$ cat src/rtl/maf_cs_resolve.sv
// maf_cs_resolve
//   Multi-cycle carry-save resolver for the MAF datapath. Adds the 48-bit
//   Carry/Sum pair in four 12-bit slices (LSB slice first), optionally
//   counts leading zeros of the result, and holds the resolved sum with
//   exponent and sign/sticky sideband until the normalisation stage takes it.
//
//   Optional feature: define MAF_LZC_EN to build the LZC state and the
//   leading-zero counter (latency 5). Undefined: lzc_out is 0, latency 4.
//
// Ports
//   clk, rstn            clock (rising edge), async active-low reset
//   in_valid/in_ready    upstream handshake (in_ready = state is IDLE)
//   Carry_in, Sum_in     48-bit carry-save pair
//   E_in, sign_in        exponent and sign, passed through
//   sti_in               partial sticky bits, OR-reduced on accept
//   flush                synchronous abort, highest priority
//   out_valid/out_ready  downstream handshake
//   sum_out, cout_out    Carry_in + Sum_in mod 2^48, carry out of bit 47
//   E_out, sign_out      latched E_in, sign_in
//   sticky_out           latched |sti_in
//   lzc_out              leading zeros of sum_out (0..48)
//   busy                 high in any state other than IDLE
module maf_cs_resolve (
   input  logic        clk,
   input  logic        rstn,
   input  logic        in_valid,
   output logic        in_ready,
   input  logic [47:0] Carry_in,
   input  logic [47:0] Sum_in,
   input  logic [11:0] E_in,
   input  logic        sign_in,
   input  logic [3:0]  sti_in,
   input  logic        flush,
   output logic        out_valid,
   input  logic        out_ready,
   output logic [47:0] sum_out,
   output logic        cout_out,
   output logic [11:0] E_out,
   output logic        sign_out,
   output logic        sticky_out,
   output logic [5:0]  lzc_out,
   output logic        busy
);

`ifdef MAF_LZC_EN
   typedef enum logic [1:0] {IDLE = 2'd0, ADD = 2'd1, LZC = 2'd2, HOLD = 2'd3} state_t;
`else
   typedef enum logic [1:0] {IDLE = 2'd0, ADD = 2'd1, HOLD = 2'd3} state_t;
`endif

   state_t      state;
   logic [47:0] c_q;
   logic [47:0] s_q;
   logic [1:0]  k;
   logic        carry;

   logic [5:0]  base;
   logic [11:0] c_slice;
   logic [11:0] s_slice;
   logic [12:0] slice_sum;

   assign in_ready = (state == IDLE);

   always_comb begin
      base      = {4'd0, k} * 6'd12;
      c_slice   = c_q[base +: 12];
      s_slice   = s_q[base +: 12];
      slice_sum = {1'b0, c_slice} + {1'b0, s_slice} + {12'd0, carry};
   end

`ifdef MAF_LZC_EN
   logic [5:0] lzc_next;

   // Scanning upward lets the highest set bit win; no set bit leaves 48.
   always_comb begin
      lzc_next = 6'd48;
      for (int unsigned i = 0; i < 48; i++) begin
         if (sum_out[i]) lzc_next = 6'(47 - i);
      end
   end
`else
   assign lzc_out = 6'd0;
`endif

   always_ff @(posedge clk or negedge rstn) begin
      if (!rstn) begin
         state      <= IDLE;
         c_q        <= '0;
         s_q        <= '0;
         k          <= '0;
         carry      <= 1'b0;
         sum_out    <= '0;
         cout_out   <= 1'b0;
         E_out      <= '0;
         sign_out   <= 1'b0;
         sticky_out <= 1'b0;
         out_valid  <= 1'b0;
         busy       <= 1'b0;
`ifdef MAF_LZC_EN
         lzc_out    <= '0;
`endif
      end else if (flush) begin
         // Abort only the control path; data registers keep their contents.
         state     <= IDLE;
         out_valid <= 1'b0;
         busy      <= 1'b0;
      end else begin
         case (state)
            IDLE: begin
               if (in_valid) begin
                  c_q        <= Carry_in;
                  s_q        <= Sum_in;
                  E_out      <= E_in;
                  sign_out   <= sign_in;
                  sticky_out <= |sti_in;
                  k          <= '0;
                  carry      <= 1'b0;
                  state      <= ADD;
                  busy       <= 1'b1;
               end
            end
            ADD: begin
               sum_out[base +: 12] <= slice_sum[11:0];
               carry               <= slice_sum[12];
               k                   <= k + 2'd1;
               if (k == 2'd3) begin
                  cout_out <= slice_sum[12];
`ifdef MAF_LZC_EN
                  state    <= LZC;
`else
                  state     <= HOLD;
                  out_valid <= 1'b1;
`endif
               end
            end
`ifdef MAF_LZC_EN
            LZC: begin
               lzc_out   <= lzc_next;
               state     <= HOLD;
               out_valid <= 1'b1;
            end
`endif
            HOLD: begin
               if (out_ready) begin
                  state     <= IDLE;
                  out_valid <= 1'b0;
                  busy      <= 1'b0;
               end
            end
            default: begin
               state     <= IDLE;
               out_valid <= 1'b0;
               busy      <= 1'b0;
            end
         endcase
      end
   end

endmodule

$ cat config.mk
export PLATFORM = sky130hd
export DESIGN_NAME = maf_cs_resolve
export DESIGN_NICKNAME = d
export VERILOG_FILES = /design/src/rtl/maf_cs_resolve.sv
export SDC_FILE = /design/constraint.sdc
export NUM_CORES = 1
export LEC_CHECK = 0
export ABC_CLOCK_PERIOD_IN_PS = 4200
export CORE_UTILIZATION = 50
export CTS_CLUSTER_SIZE = 25
export DETAILED_ROUTE_END_ITERATION = 10
export PLACE_DENSITY = 0.79
export SETUP_SLACK_MARGIN = 0.15
export SLEW_MARGIN = 15
export SYNTH_ARGS = -nofsm -noshare
export SYNTH_HDL_FRONTEND = slang
export SYNTH_SLANG_ARGS = --single-unit
$ cat constraint.sdc
create_clock -name clk -period 4.2 [get_ports clk]
set_clock_uncertainty 0.1 [all_clocks]
set_input_delay 0.84 -clock clk [delete_from_list [all_inputs] [get_ports clk]]
set_output_delay 0.84 -clock clk [all_outputs]
set_load 0.01 [all_outputs]
# Word level (Yosys, flattened, before mapping)
# Cells that the tools add are included.
[word_totals] ff_bits=166 inputBits=118 output_inout_bits=72
[op_classes] add_sub_neg=4 multipliers=1 n_eq_ne=9 shift=4 n_mux=17 bitwise=1 n_reduce_logical=10
[ops] op="$shiftx 48x7->12" n=2
[ops] op="$bwmux 48" n=1
[ops] op="$shift 12x8->48 const A" n=1
[ops] op="$shiftx 12x8->48" n=1
[ops] op="$reduce_and 3->1" n=6
[ops] op="$add 12x12->13" n=1
[ops] op="$add 13x1->13" n=1
[ops] op="$mux 2" n=5
[ops] op="$neg 6->8" n=1
[ops] op="$mux 1" n=6
[ops] op="$ne 3x3->1 const B" n=2
[ops] op="$pmux 1 s3" n=2
[ops] op="$pmux 2 s3" n=1
[ops] op="$eq 2x2->1 const B" n=2
[ops] op="$mul 2x2->4 const B" n=1
[ops] op="$ne 2x2->1 const B" n=2
[ops] op="$pmux 2 s2" n=1
[ops] op="$reduce_or 4->1" n=1
[ops] op="$ne 3x2->1 const B" n=1
[ops] op="$add 2x1->2 const B" n=1
[ops] op="$eq 2x1->1 const B" n=1
[ops] op="$logic_not 2->1" n=1
[ops] op="$ne 2x1->1 const B" n=1
[ops] op="$pmux 1 s2" n=1
[ops] op="other kinds (3)" n=3

# Longest topological paths before layout
# Gate-level depths: netlist of the first run.
[depth] depth_word=6 mapped_depth=11

# Least setup slack after synthesis of the first run
# OpenSTA, ideal clock, no wires.
[synth_timing] path_kind="register to register" from="register k[0]" to="register sum_out[16]" setup_ns=0.126 t_arrival_ns=3.432 slack_ns=0.542 stages_incl_launch_ff=11 n_path_buf=2 synth_period_minus_slack_ns=3.658 path_cell_list="dfrtp_1 > buf_2 > clkbuf_1 > mux4_2 > fa_1 > fa_1 > a21o_1 > a21oi_1 > xor2_1 > o21ai_0 > a221o_1"
[synth_via] elab_chain_cells=6 elab_cells_between_ends=9 classes_between="add/sub: 3; mul: 1; shift: 4; mux: 1"
[synth_lines] element="from (decl)" line_no="54" text="logic [1:0] k;"
[synth_lines] element="from (signal assigned)" line_no="125" text="k <= k + 2'd1;"
[synth_lines] element="$mul 2x2->4 *" line_no="65" text="base = {4'd0, k} * 6'd12;"
[synth_lines] element="$shiftx 48x7->12 (on tied branches)" line_no="66, 67"
[synth_lines] element="$add 12x12->13" line_no="68" text="slice_sum = {1'b0, c_slice} + {1'b0, s_slice} + {12'd0, carry};"
[synth_lines] element="$add 13x1->13" line_no="68"
[synth_lines] element="$shiftx 12x8->48" line_no="123" text="sum_out[base +: 12] <= slice_sum[11:0];"
[synth_lines] element="$bwmux 48 *" line_no="123"
[synth_lines] element="to (signal, indexed assignment)" line_no="123"
[synth_lines] element="to (decl)" line_no="36" text="output logic [47:0] sum_out,"
# Every way passes the cells marked *; elsewhere a longest branch is shown, timed or not.
# A chain may end at the register's enable or synchronous reset.

# Final worst setup path of the first run
[layout_timing] from="register k[0]" to="register sum_out[35]"
# Same word-level chain as after synthesis.

==> metrics.yaml, run 1 <==
outcome:
  status: "completed"
placement:
  numPortBuffers: 183
  place_inst: 935
  hpwlAfterDp_um: 14400
  gp_congestion: 0.887
  dpl_cell_area_sq_um: 9690
  dp_slack_ns: 0.532
global_routing:
  grt_usage: 0.262
  antenna_found_initial: 0
  grt_pass1_vias: 5870
  grt_remaining_overflow: 0
  grt_first_pass_wirelength_um: 31400
  grt_max_degree: 109
yosys:
  syn_area_sq_um: 7680
  ys_seq_elements: 166
  avgSynthCellArea_sq_um: 13.0
  yosys.area.top_type: "dfrtp_1"
  synth_area_leaders: "dfrtp_1 (54%), mux2_2 (16%), mux4_2 (7.0%), ha_1 (2.8%), nand2_1 (2.6%)"
  synth_edf_count: 0
  syn_inst: 589
  ys_warn_count: 0
  seq_area_frac_synth: 0.541
  ys_async_sr_fraction: 1.00
  synth_ff_type: "dfrtp_1"
  synth_top_area_frac: 0.541
  yosysUniqueCellTypes: 52
floorplanning:
  dieArea_sq_um: 15900
  rows: 44
  io_pins: 190
  dieWidth_um: 126
  core_area_sq_um: 14800
  die_y_um: 126
  initial_utilization: 0.521
worst_setup_path:
  crit_chain: "buf_4 -> mux4_2 -> ha_1 -> and3_4 -> and3_4 -> a221o_1 -> a21oi_2 -> xor2_2 -> o221ai_2"
  worst_path_max_delay_cell: "dfrtp_2"
  startpoint_type: "flip-flop"
  r2r_slack_ns: 0.56
  reg2reg_depth: 9
  cpMostUsedCell: "and3_4"
  critPathMaxFanout: 15
  r2r-start: "k[0]"
  crit_path_start: "k[0]"
  cp-endpoint: "sum_out[35]"
  cp.required_ns: 4.39
  worstReg2RegEnd: "sum_out[35]"
  worst_path_largest_cell_delay_ns: 0.63
  worstSetupEndpointType: "flip-flop"
  critPathKind: "reg -> reg"
  cp.arrival_ns: 3.83
layout:
  final_area_sq_um: 10300
  post-route-util: 0.698
  num_antenna_cells: 0
  drive_gt1_frac: 0.241
  area_growth_pct: 34.0
  fin_cells: 967
  nNetsFinal: 907
timing:
  setup_tns_ns: 0
  setup_ws_ns: 0.562
  fin_crit_ns: 3.64
  setup-violations-final: 0
  slew_violations: 0
  period_share: 0.866
  fmax_mhz: 275
  hold_viol: 0
  tightest_slew_ns: 0.972
  slew-limit-headroom: 0.352
  rsz0062_at_grt: "no"
route:
  drt_iter0_markers: 383
  vias: 5608
  route.final.wire_length_um: 19500
  drc: 0
  viasPerCell: 5.80
  detail_route.first_pass.iterations: 7
  wl_per_cell_um: 20.2
  antenna_left: 0
worst_hold_path:
  min_path_type: "reg -> reg"
  hold_start: "sum_out[2]"
cts:
  clock_path_buffers: 2
  cts_buffers: 17
  clk_pin_slew_ns: 0.06
  holdBufCountCts: 0
  clk_latency_ns: 0.43
  post_cts_buffers: 0
  cts_resized: 0
  cts_root_buf: "clkbuf_16"
  cts_tree: "yes"
  htreeDepth: 4
  clock-sinks: 166
power:
  p_per_area_nw_per_um2: 620
  ir_drop_v: 0.000393
  p_leak_nw: 4.25
flow_run:
  drv_cap: 0
## synth_stat cells, drive strengths merged, types with 3 or more instances
library cell and count:
mux4 24, ha 17, and2 3, nand3 6, o221ai 4, o31ai 3
nand2 54, mux2 112, a22o 3, nor2 15, a221o 3, buf 24
a2bb2oi 3, o22ai 5, inv 9, clkbuf 14, xnor2 4, dfrtp 166
nor4 4, a21o 3, xor2 4, nand3b 3, a21oi 28, or3 4
nand4 4, o21ai 38, nor3 4
## power breakdown
part	total (mW)	switching, mW	internal (mW)
combinational	2.57	1.33	1.23
clock	1.58	0.633	0.950
sequential	2.23	0.257	1.97
total	6.38	2.22	4.15
## state kept, by name (all words and copies together), names as in the netlist
register,flops
out_valid,1
sticky_out,1
carry,1
c_q,48
sign_out,1
busy,1
E_out,12
cout_out,1
s_q,48
sum_out,48
state,2
k,2
## metal layers
layer / wire (um) / part of all wire / track usage / vias up
li1: - / - / - / 2498
met1: 7890 / 0.40 / 0.324 / 2812
met2: 10000 / 0.51 / 0.450 / 262
met3: 1090 / 0.056 / 0.0552 / 36
met4: 538 / 0.028 / 0.103 / 0
met5: 0 / 0 / 0 / -
## cell families (layout without fill, tap and decap cells)
family | after synthesis | after routing | share of synthesized area
xor+xnor | 8 | 8 | 0.0101
other cells | 1 | 6 | 0.000488
compound gates | 104 | 104 | 0.0847
mux | 138 | 138 | 0.237
flops | 166 | 166 | 0.541
buf+inv | 48 | 237 | 0.0297
fa+ha+maj | 19 | 19 | 0.0329
simple gates | 105 | 105 | 0.0640
## worst max-delay path, delay by kind of cell, from the launching register on
family          cells  cell delay (ns)
flops               1             0.63
xor+xnor            1             0.31
simple gates        2             0.41
compound gates      3             0.68
mux                 1             0.55
buf+inv             1             0.37
fa+ha+maj           1             0.44
## final cells by class
type                       instances  area, sq um
clock inverter                    12          154
timing repair buffer             195         1950
multi-input combinational        380         3320
fill                            1057         4460
tap                              184          230
inverter                          10         37.5
clock buffer                      20          447
sequential                       166         4160
## placed cells by master, fill, tap and decap left out, types with 3 or more instances in the layout
cell type | netlist | routed
a2bb2oi_1 | 3 | 3
mux2_2 | 112 | 112
bufinv_16 | 0 | 3
clkinv_2 | 0 | 3
o31ai_1 | 3 | 3
nor4_1 | 4 | 4
a21o_1 | 3 | 3
clkbuf_16 | 0 | 17
inv_1 | 9 | 9
a21oi_1 | 27 | 27
a22o_1 | 3 | 3
o21ai_0 | 37 | 37
nand2_1 | 54 | 54
conb_1 | 1 | 6
o22ai_1 | 5 | 5
nand4_1 | 4 | 4
clkinv_4 | 0 | 3
dfrtp_1 | 166 | 165
nand3b_1 | 3 | 3
a221o_1 | 3 | 3
o221ai_1 | 3 | 3
or3_1 | 4 | 4
xor2_1 | 3 | 3
ha_1 | 17 | 17
nor3_1 | 4 | 4
mux4_2 | 24 | 24
clkdlybuf4s50_1 | 0 | 182
nand3_1 | 6 | 6
nor2_1 | 15 | 15
xnor2_1 | 4 | 4
clkinvlp_4 | 0 | 3
buf_4 | 6 | 10
## stage by stage
step	hold slack, ns	total power [mW]
2_1_floorplan	0.375	3.69
3_3_place_gp	0.361	4.71
3_5_place_dp	0.370	4.79
4_1_cts	0.384	6.39
5_1_grt	0.414	6.69
6_report	0.379	6.38
## how the worst min path moves through the flow
stage,end,slack (ns),cells after the start
floorplan,c_q[24],0.38,1
global placement,sum_out[26],0.36,2
detailed placement,sum_out[26],0.37,2
CTS,sum_out[2],0.38,2
global route,sum_out[25],0.41,2
finish,sum_out[2],0.38,2
Power figures use the tool's default switching activity.
==> inputs of run 2 (changes only) <==
--- a/config.mk
+++ b/config.mk
@@ -5,11 +5,12 @@
 export SDC_FILE = /design/constraint.sdc
 export NUM_CORES = 1
 export LEC_CHECK = 0
-export ABC_CLOCK_PERIOD_IN_PS = 4200
-export CORE_UTILIZATION = 50
+export ABC_AREA = 1
+export ABC_CLOCK_PERIOD_IN_PS = 4500
+export CORE_UTILIZATION = 55
 export CTS_CLUSTER_SIZE = 25
 export DETAILED_ROUTE_END_ITERATION = 10
-export PLACE_DENSITY = 0.79
+export PLACE_DENSITY = 0.84
 export SETUP_SLACK_MARGIN = 0.15
 export SLEW_MARGIN = 15
 export SYNTH_ARGS = -nofsm -noshare
==> constraint.sdc (replaced) <==
create_clock -name clk -period 4.5 [get_ports clk]
set_clock_uncertainty 0.1 [all_clocks]
set_input_delay 0.9 -clock clk [delete_from_list [all_inputs] [get_ports clk]]
set_output_delay 0.9 -clock clk [all_outputs]
set_load 0.01 [all_outputs]
==> run 2 against run 1 <==
  * Count of clock-buffer cells in the layout increased by 2
  * Global-route usage is 4.0 points higher
  * Sequential power increased by 9.4%
  * Setup slack improved by 0.45 ns
  * Synthesized cell count is 86% higher
  * Final cell count grew 51%
  * First-iteration DRC count rose by 93%
  * Combinational power grew 89%
  * Wire length grew 17%
  * Critical path type unchanged
  * Maximum frequency rose by 4.4%
  * Utilization up 3.8 points
==> metrics.yaml, run 2 <==
yosys:
  syn_area_sq_um: 8420  # was 7680 sq um
  seq_area_frac_synth: 0.493  # was 0.541
  synth_ff_type: "dfrtp_1"  # unchanged
  synth_edf_count: 0  # unchanged
  yosysMostFrequentCell: "nand2_1"  # was dfrtp_1
  synth_area_leaders: "dfrtp_1 (49%), nand2_1 (23%), o21ai_0 (3.9%), nand3_1 (3.3%), nor2_1 (3.3%)"  # was dfrtp_1 (54%), mux2_2 (16%), mux4_2 (7.0%), ha_1 (2.8%), nand2_1 (2.6%)
  synth_common_cells: "nand2_1 (522), dfrtp_1 (166), nor2_1 (73), o21ai_0 (65), nand3_1 (56)"  # was dfrtp_1 (166), mux2_2 (112), nand2_1 (54), o21ai_0 (37), a21oi_1 (27)
  synth_top_area_frac: 0.493  # was 0.541
  ys_async_sr_fraction: 1.00  # unchanged
  yosys.area.top_type: "dfrtp_1"  # unchanged
  ys_warn_count: 0  # unchanged
  avgSynthCellArea_sq_um: 7.67  # was 13.0 sq um
  yosysUniqueCellTypes: 38  # was 52
  syn_inst: 1098  # was 589
  ys_seq_elements: 166  # unchanged
route:
  wl_met2_um: 11000  # was 10000 um
  top_layer: "met4"  # unchanged
  viasPerCell: 5.38  # was 5.80
  drc: 0  # unchanged
  detail_route.first_pass.iterations: 7  # unchanged
  antenna_left: 0  # unchanged
  vias: 7829  # was 5608
  wl_met1_um: 9790  # was 7890 um
  drt_iter0_markers: 740  # was 383
  route.final.wire_length_um: 22800  # was 19500 um
  routed-wl-met3_um: 1320  # was 1090 um
  wl_per_cell_um: 15.6  # was 20.2 um
global_routing:
  grt_pass1_vias: 7445  # was 5870
  grt_usage: 0.301  # was 0.262
  grt_remaining_overflow: 0  # unchanged
  grt_first_pass_wirelength_um: 37200  # was 31400 um
  grt_max_degree: 102  # was 109
  antenna_found_initial: 0  # unchanged
layout:
  area_growth_pct: 28.9  # was 34.0%
  final_cell_mix: "nand2_1 (522), clkdlybuf4s50_1 (182), dfrtp_1 (165)"  # was clkdlybuf4s50_1 (182), dfrtp_1 (165), mux2_2 (112)
  drive_gt1_frac: 0.0535  # was 0.241
  mostFrequentLayoutCell: "nand2_1"  # was clkdlybuf4s50_1
  final_area_sq_um: 10900  # was 10300 sq um
  reg_top3: "c_q: 48 flops, s_q: 48 flops, sum_out: 48 flops"  # unchanged
  post-route-util: 0.735  # was 0.698
  num_antenna_cells: 0  # unchanged
  fillers: 1154  # was 1057
  nNetsFinal: 1396  # was 907
timing:
  setup_tns_ns: 0  # unchanged
  period_share: 0.774  # was 0.866
  slew_violations: 0  # unchanged
  tightest_slew_ns: 0.910  # was 0.972 ns
  fmax_mhz: 287  # was 275 MHz
  hold_viol: 0  # unchanged
  rsz0062_at_grt: "no"  # unchanged
  fin_crit_ns: 3.49  # was 3.64 ns
  setup-violations-final: 0  # unchanged
  slew-limit-headroom: 0.393  # was 0.352
worst_setup_path:
  worstSetupEndpointType: "flip-flop"  # unchanged
  critPathMaxFanout: 28  # was 15
  cp.required_ns: 4.72  # was 4.39 ns
  cp.arrival_ns: 3.71  # was 3.83 ns
  r2r_slack_ns: 1.01  # was 0.56 ns
  startpoint_type: "flip-flop"  # unchanged
  critPathKind: "reg -> reg"  # unchanged
outcome:
  status: "completed"  # unchanged
floorplanning:
  initial_utilization: 0.571  # was 0.521
  rows: 44  # unchanged
  dieArea_sq_um: 15800  # was 15900 sq um
  io_pins: 190  # unchanged
  dieWidth_um: 126  # about the same
  die_y_um: 126  # about the same
  core_area_sq_um: 14800  # unchanged
power:
  p_per_area_nw_per_um2: 813  # was 620 nW/um^2
  total_power_mw: 8.82  # was 6.38 mW
  ir_drop_v: 0.000491  # was 0.000393 V
  p_leak_nw: 5.53  # was 4.25 nW
cts:
  clock-sinks: 166  # unchanged
  clk_pin_slew_ns: 0.06  # about the same
  holdBufCountCts: 0  # unchanged
  cts_buffers: 17  # unchanged
  htreeDepth: 4  # unchanged
  cts_resized: 0  # unchanged
  post_cts_buffers: 0  # unchanged
  cts_tree: "yes"  # unchanged
  clk_latency_ns: 0.43  # about the same
  clock_path_buffers: 2  # unchanged
  cts_root_buf: "clkbuf_16"  # unchanged
placement:
  hpwlAfterDp_um: 16300  # was 14400 um
  dpl_cell_area_sq_um: 10200  # was 9690 sq um
  gp_congestion: 0.905  # was 0.887
  numPortBuffers: 183  # unchanged
flow_run:
  drv_cap: 0  # unchanged
worst_hold_path:
  min_path_type: "reg -> reg"  # unchanged
-- run 2: worst max-delay path, cell delays in order (launching register included) --
cell and delay [ns]:
dfrtp_1 0.38, inv_1 0.64, o21ai_0 0.19, o22ai_1 0.28
fa_1 0.34, fa_1 0.31, nand2_1 0.07, nand3_1 0.08
nand2_1 0.07, inv_1 0.07, nand2_1 0.07, nand2_1 0.06
nand2_1 0.07, nand2_1 0.14, nand2_1 0.09, nand2_1 0.16
nand2_1 0.09, nand3_1 0.09, nand2_1 0.05
-- run 2: area by class of cell --
type,instances,area (sq um),area share
Timing Repair Buffer,193,1910,0.176
Tap cell,184,230,0.0212
Sequential cell,166,4160,0.383
Clock inverter,10,144,0.0133
Clock buffer,22,474,0.0437
Inverter,51,193,0.0178
Multi-Input combinational cell,830,3750,0.345
-- run 2: power by group --
part / switching, mW / total [mW] / internal (mW)
clock network: 0.594 / 1.51 / 0.919
registers: 0.349 / 2.44 / 2.09
logic: 3.12 / 4.87 / 1.75
total: 4.06 / 8.82 / 4.76
-- run 2: metrics by stage --
step | hold slack (ns) | setup slack, ns | std cells
2_1_floorplan | 0.337 | 1.46 | 1103
3_3_place_gp | 0.350 | 1.15 | 1424
3_5_place_dp | 0.353 | 1.08 | 1424
4_1_cts | 0.369 | 1.07 | 1456
5_1_grt | 0.388 | 0.754 | 1456
6_report | 0.369 | 1.01 | 1456
-- run 2: routing by layer --
metal	global-route usage	up-vias
met5	0	-
met4	0.129	0
met3	0.0484	56
met2	0.491	329
met1	0.403	3642
li1	-	3802
-- run 2: cell families after synthesis --
| family | share of synthesized area |
|---|---|
| AOI/OAI and AO/OA | 0.0724 |
| adders and majority gates | 0.0300 |
| other | 0.000445 |
| and+or+nand+nor | 0.335 |
| xor gates and xnor gates | 0.00401 |
| buffers and inverters | 0.0646 |
| DFF | 0.493 |
-- run 2: path summary, 6_finish.rpt --
kind	start	to	cells after the start
min in group asynchronous	rstn	E_out[5]	1
max in group asynchronous	rstn	s_q[40]	2
setup reg to reg	k[1]	sum_out[18]	18
setup / recovery	k[1]	sum_out[18]	18
hold reg to reg	s_q[35]	s_q[35]	2
hold / removal	s_q[35]	s_q[35]	2
==> inputs of run 3 (changes only) <==
--- a/config.mk
+++ b/config.mk
@@ -6,11 +6,11 @@
 export NUM_CORES = 1
 export LEC_CHECK = 0
 export ABC_AREA = 1
-export ABC_CLOCK_PERIOD_IN_PS = 4500
-export CORE_UTILIZATION = 55
+export ABC_CLOCK_PERIOD_IN_PS = 2900
+export CORE_UTILIZATION = 46
 export CTS_CLUSTER_SIZE = 25
 export DETAILED_ROUTE_END_ITERATION = 10
-export PLACE_DENSITY = 0.84
+export PLACE_DENSITY = 0.75
 export SETUP_SLACK_MARGIN = 0.15
 export SLEW_MARGIN = 15
 export SYNTH_ARGS = -nofsm -noshare
==> constraint.sdc (replaced) <==
create_clock -name clk -period 2.9 [get_ports clk]
set_clock_uncertainty 0.1 [all_clocks]
set_input_delay 0.58 -clock clk [delete_from_list [all_inputs] [get_ports clk]]
set_output_delay 0.58 -clock clk [all_outputs]
set_load 0.01 [all_outputs]
==> run 3 against run 2 <==
  * Setup slack got worse by 0.93 ns
  * Global-route usage fell by 3.5 points
  * Die area rose by 19%
  * Worst hold slack about the same
  * Via count is 3.3% higher
  * Utilization is 6.5 points lower
  * Combinational power grew 130%
  * Flip-flop and latch count is the same
  * Critical path depth unchanged
  * Power increased by 95%
  * Register-to-register slack worse by 0.93 ns
==> metrics.yaml, run 3 (synthesis results as in run 2) <==
outcome:
  status: "completed"  # unchanged
power:
  ir_drop_v: 0.000776  # was 0.000491 V
  p_leak_nw: 5.98  # was 5.53 nW
  p_per_area_nw_per_um2: 1430  # was 813 nW/um^2
route:
  wl_per_cell_um: 15.6  # about the same
  antenna_left: 0  # unchanged
  vias: 8085  # was 7829
  viasPerCell: 5.18  # was 5.38
  route.final.wire_length_um: 24300  # was 22800 um
  drt_iter0_markers: 575  # was 740
  detail_route.first_pass.iterations: 7  # unchanged
  drc: 0  # unchanged
timing:
  slew_violations: 0  # unchanged
  fin_crit_ns: 2.82  # was 3.49 ns
  slew-limit-headroom: 0.400  # was 0.393
  setup_ws_ns: 0.0835  # was 1.01 ns
  fin_hold_ws_ns: 0.369  # about the same
  hold_viol: 0  # unchanged
  period_share: 0.971  # was 0.774
  rsz0062_at_grt: "yes"  # was no
  setup-violations-final: 0  # unchanged
  tightest_slew_ns: 0.900  # was 0.910 ns
  fmax_mhz: 355  # was 287 MHz
layout:
  area_growth_pct: 43.1  # was 28.9%
  num_antenna_cells: 0  # unchanged
  reg_top3: "c_q: 48 flops, s_q: 48 flops, sum_out: 48 flops"  # unchanged
  final_cell_mix: "nand2_1 (492), clkdlybuf4s50_1 (182), dfrtp_1 (165)"  # was nand2_1 (522), clkdlybuf4s50_1 (182), dfrtp_1 (165)
  final_area_sq_um: 12100  # was 10900 sq um
  nNetsFinal: 1457  # was 1396
  post-route-util: 0.671  # was 0.735
  drive_gt1_frac: 0.176  # was 0.0535
  mostFrequentLayoutCell: "nand2_1"  # unchanged
  fillers: 1525  # was 1154
worst_setup_path:
  critPathKind: "reg -> reg"  # unchanged
  cp.required_ns: 3.17  # was 4.72 ns
  crit_chain: "clkinv_4 -> buf_12 -> o21ai_2 -> o22ai_1 -> fa_2 -> fa_2 -> nand2_2 -> nand3_2 -> nand2_2 -> inv_2 -> nand2_2 -> nand2_1 -> nand2_2 -> nand2_2 -> buf_4 -> o21ai_2 -> nand2_1 -> nand2_1"  # was inv_1 -> o21ai_0 -> o22ai_1 -> fa_1 -> fa_1 -> nand2_1 -> nand3_1 -> nand2_1 -> inv_1 -> nand2_1 -> nand2_1 -> nand2_1 -> nand2_1 -> nand2_1 -> nand2_1 -> nand2_1 -> nand3_1 -> nand2_1
  worstSetupEndpointType: "flip-flop"  # unchanged
  r2r_slack_ns: 0.08  # was 1.01 ns
  cp.arrival_ns: 3.09  # was 3.71 ns
  startpoint_type: "flip-flop"  # unchanged
  critPathMaxFanout: 8  # was 28
  worst_path_max_delay_cell: "dfrtp_2"  # was inv_1
  cpMostUsedCell: "nand2_2"  # was nand2_1
  worst_path_largest_cell_delay_ns: 0.44  # was 0.64 ns
cts:
  cts_root_buf: "clkbuf_16"  # unchanged
  htreeDepth: 4  # unchanged
  clock_path_buffers: 2  # unchanged
  cts_tree: "yes"  # unchanged
  clk_pin_slew_ns: 0.07  # was 0.06 ns
  cts_buffers: 17  # unchanged
  clock-sinks: 166  # unchanged
  clk_latency_ns: 0.43  # about the same
floorplanning:
  initial_utilization: 0.469  # was 0.571
  dieWidth_um: 137  # was 126 um
  die_y_um: 137  # was 126 um
  io_pins: 190  # unchanged
  core_area_sq_um: 18000  # was 14800 sq um
  rows: 49  # was 44
  dieArea_sq_um: 18900  # was 15800 sq um
global_routing:
  grt_remaining_overflow: 0  # unchanged
  grt_max_degree: 110  # was 102
  grt_first_pass_wirelength_um: 38400  # was 37200 um
  grt_usage: 0.266  # was 0.301
  antenna_found_initial: 0  # unchanged
  grt_pass1_vias: 7653  # was 7445
placement:
  numPortBuffers: 183  # unchanged
  gp_congestion: 0.958  # was 0.905
  dpl_cell_area_sq_um: 10700  # was 10200 sq um
  hpwlAfterDp_um: 17300  # was 16300 um
  dp_slack_ns: 0.0229  # was 1.08 ns
worst_hold_path:
  min_path_type: "reg -> reg"  # unchanged
flow_run:
  drv_cap: 0  # unchanged
==> run 3: cell types whose count changed in the layout (fill, tap and decap cells not counted), sizes merged <==
| cell | change |
|---|---|
| clkinv | +2 |
| buf | +58 |
| inv | +6 |
| bufbuf | +1 |
| dlygate4sd3 | +1 |
| bufinv | -1 |
| clkinvlp | -3 |
| clkbuf | -3 |
==> run 3: final timing paths <==
kind                         start    endpoint  depth (start not counted)
min in group asynchronous     rstn     c_q[14]                          2
max                           k[0]  sum_out[6]                         18
max in group asynchronous     rstn      s_q[6]                          3
min                        c_q[17]     c_q[17]                          2
max reg2reg                   k[0]  sum_out[6]                         18
min reg2reg                c_q[17]     c_q[17]                          2
==> run 3: layout make-up <==
class | count | area [sq um] | share of cell area
multi-input cells | 830 | 4290 | 0.356
repair buffers | 254 | 2520 | 0.209
clock buffers | 18 | 439 | 0.0364
well taps | 229 | 287 | 0.0238
clock inverters | 14 | 163 | 0.0135
inverters | 51 | 198 | 0.0164
flip-flops and latches | 166 | 4160 | 0.345
==> run 3: power breakdown <==
group	switching [mW]	leakage (nW)	internal (mW)
clock	0.997	0.300	1.32
sequential	0.589	2.13	3.24
combinational	6.23	3.55	4.82
total	7.82	5.98	9.38
==> run 3: worst max-delay path: cells and delay by family (launching register included) <==
| family | cells | cell delay, ns |
|---|---|---|
| AOI/OAI and AO/OA | 3 | 0.36 |
| adders and majority gates | 2 | 0.73 |
| buffers and inverters | 4 | 0.46 |
| DFF | 1 | 0.44 |
| and+or+nand+nor | 9 | 0.68 |
==> run 3: per-stage QoR <==
stage	instances	total power, mW	setup TNS (ns)
final	1562	17.2	0
after global routing	1562	18.4	-0.127
after CTS	1551	15.5	0
after detailed placement	1511	12.5	0
after global placement	1511	12.4	0
after floorplan	1103	8.77	0
==> run 3: what timing repair did <==
item,in CTS,in global routing
hold buffers,1,0
setup endpoints to repair,37,47
pin swaps,18,23
setup buffers,5,10
gates resized for setup,41,112
endpoints found under the hold margin,39,0
cloned,2,1
==> run 3: layer usage <==
layer  vias to the layer above  routed length (um)  track usage
met3                        44                1470       0.0522
met4                         0                 689       0.0922
li1                       3920                   -            -
met1                      3818               10400        0.346
met5                         -                   0            0
met2                       303               11800        0.443
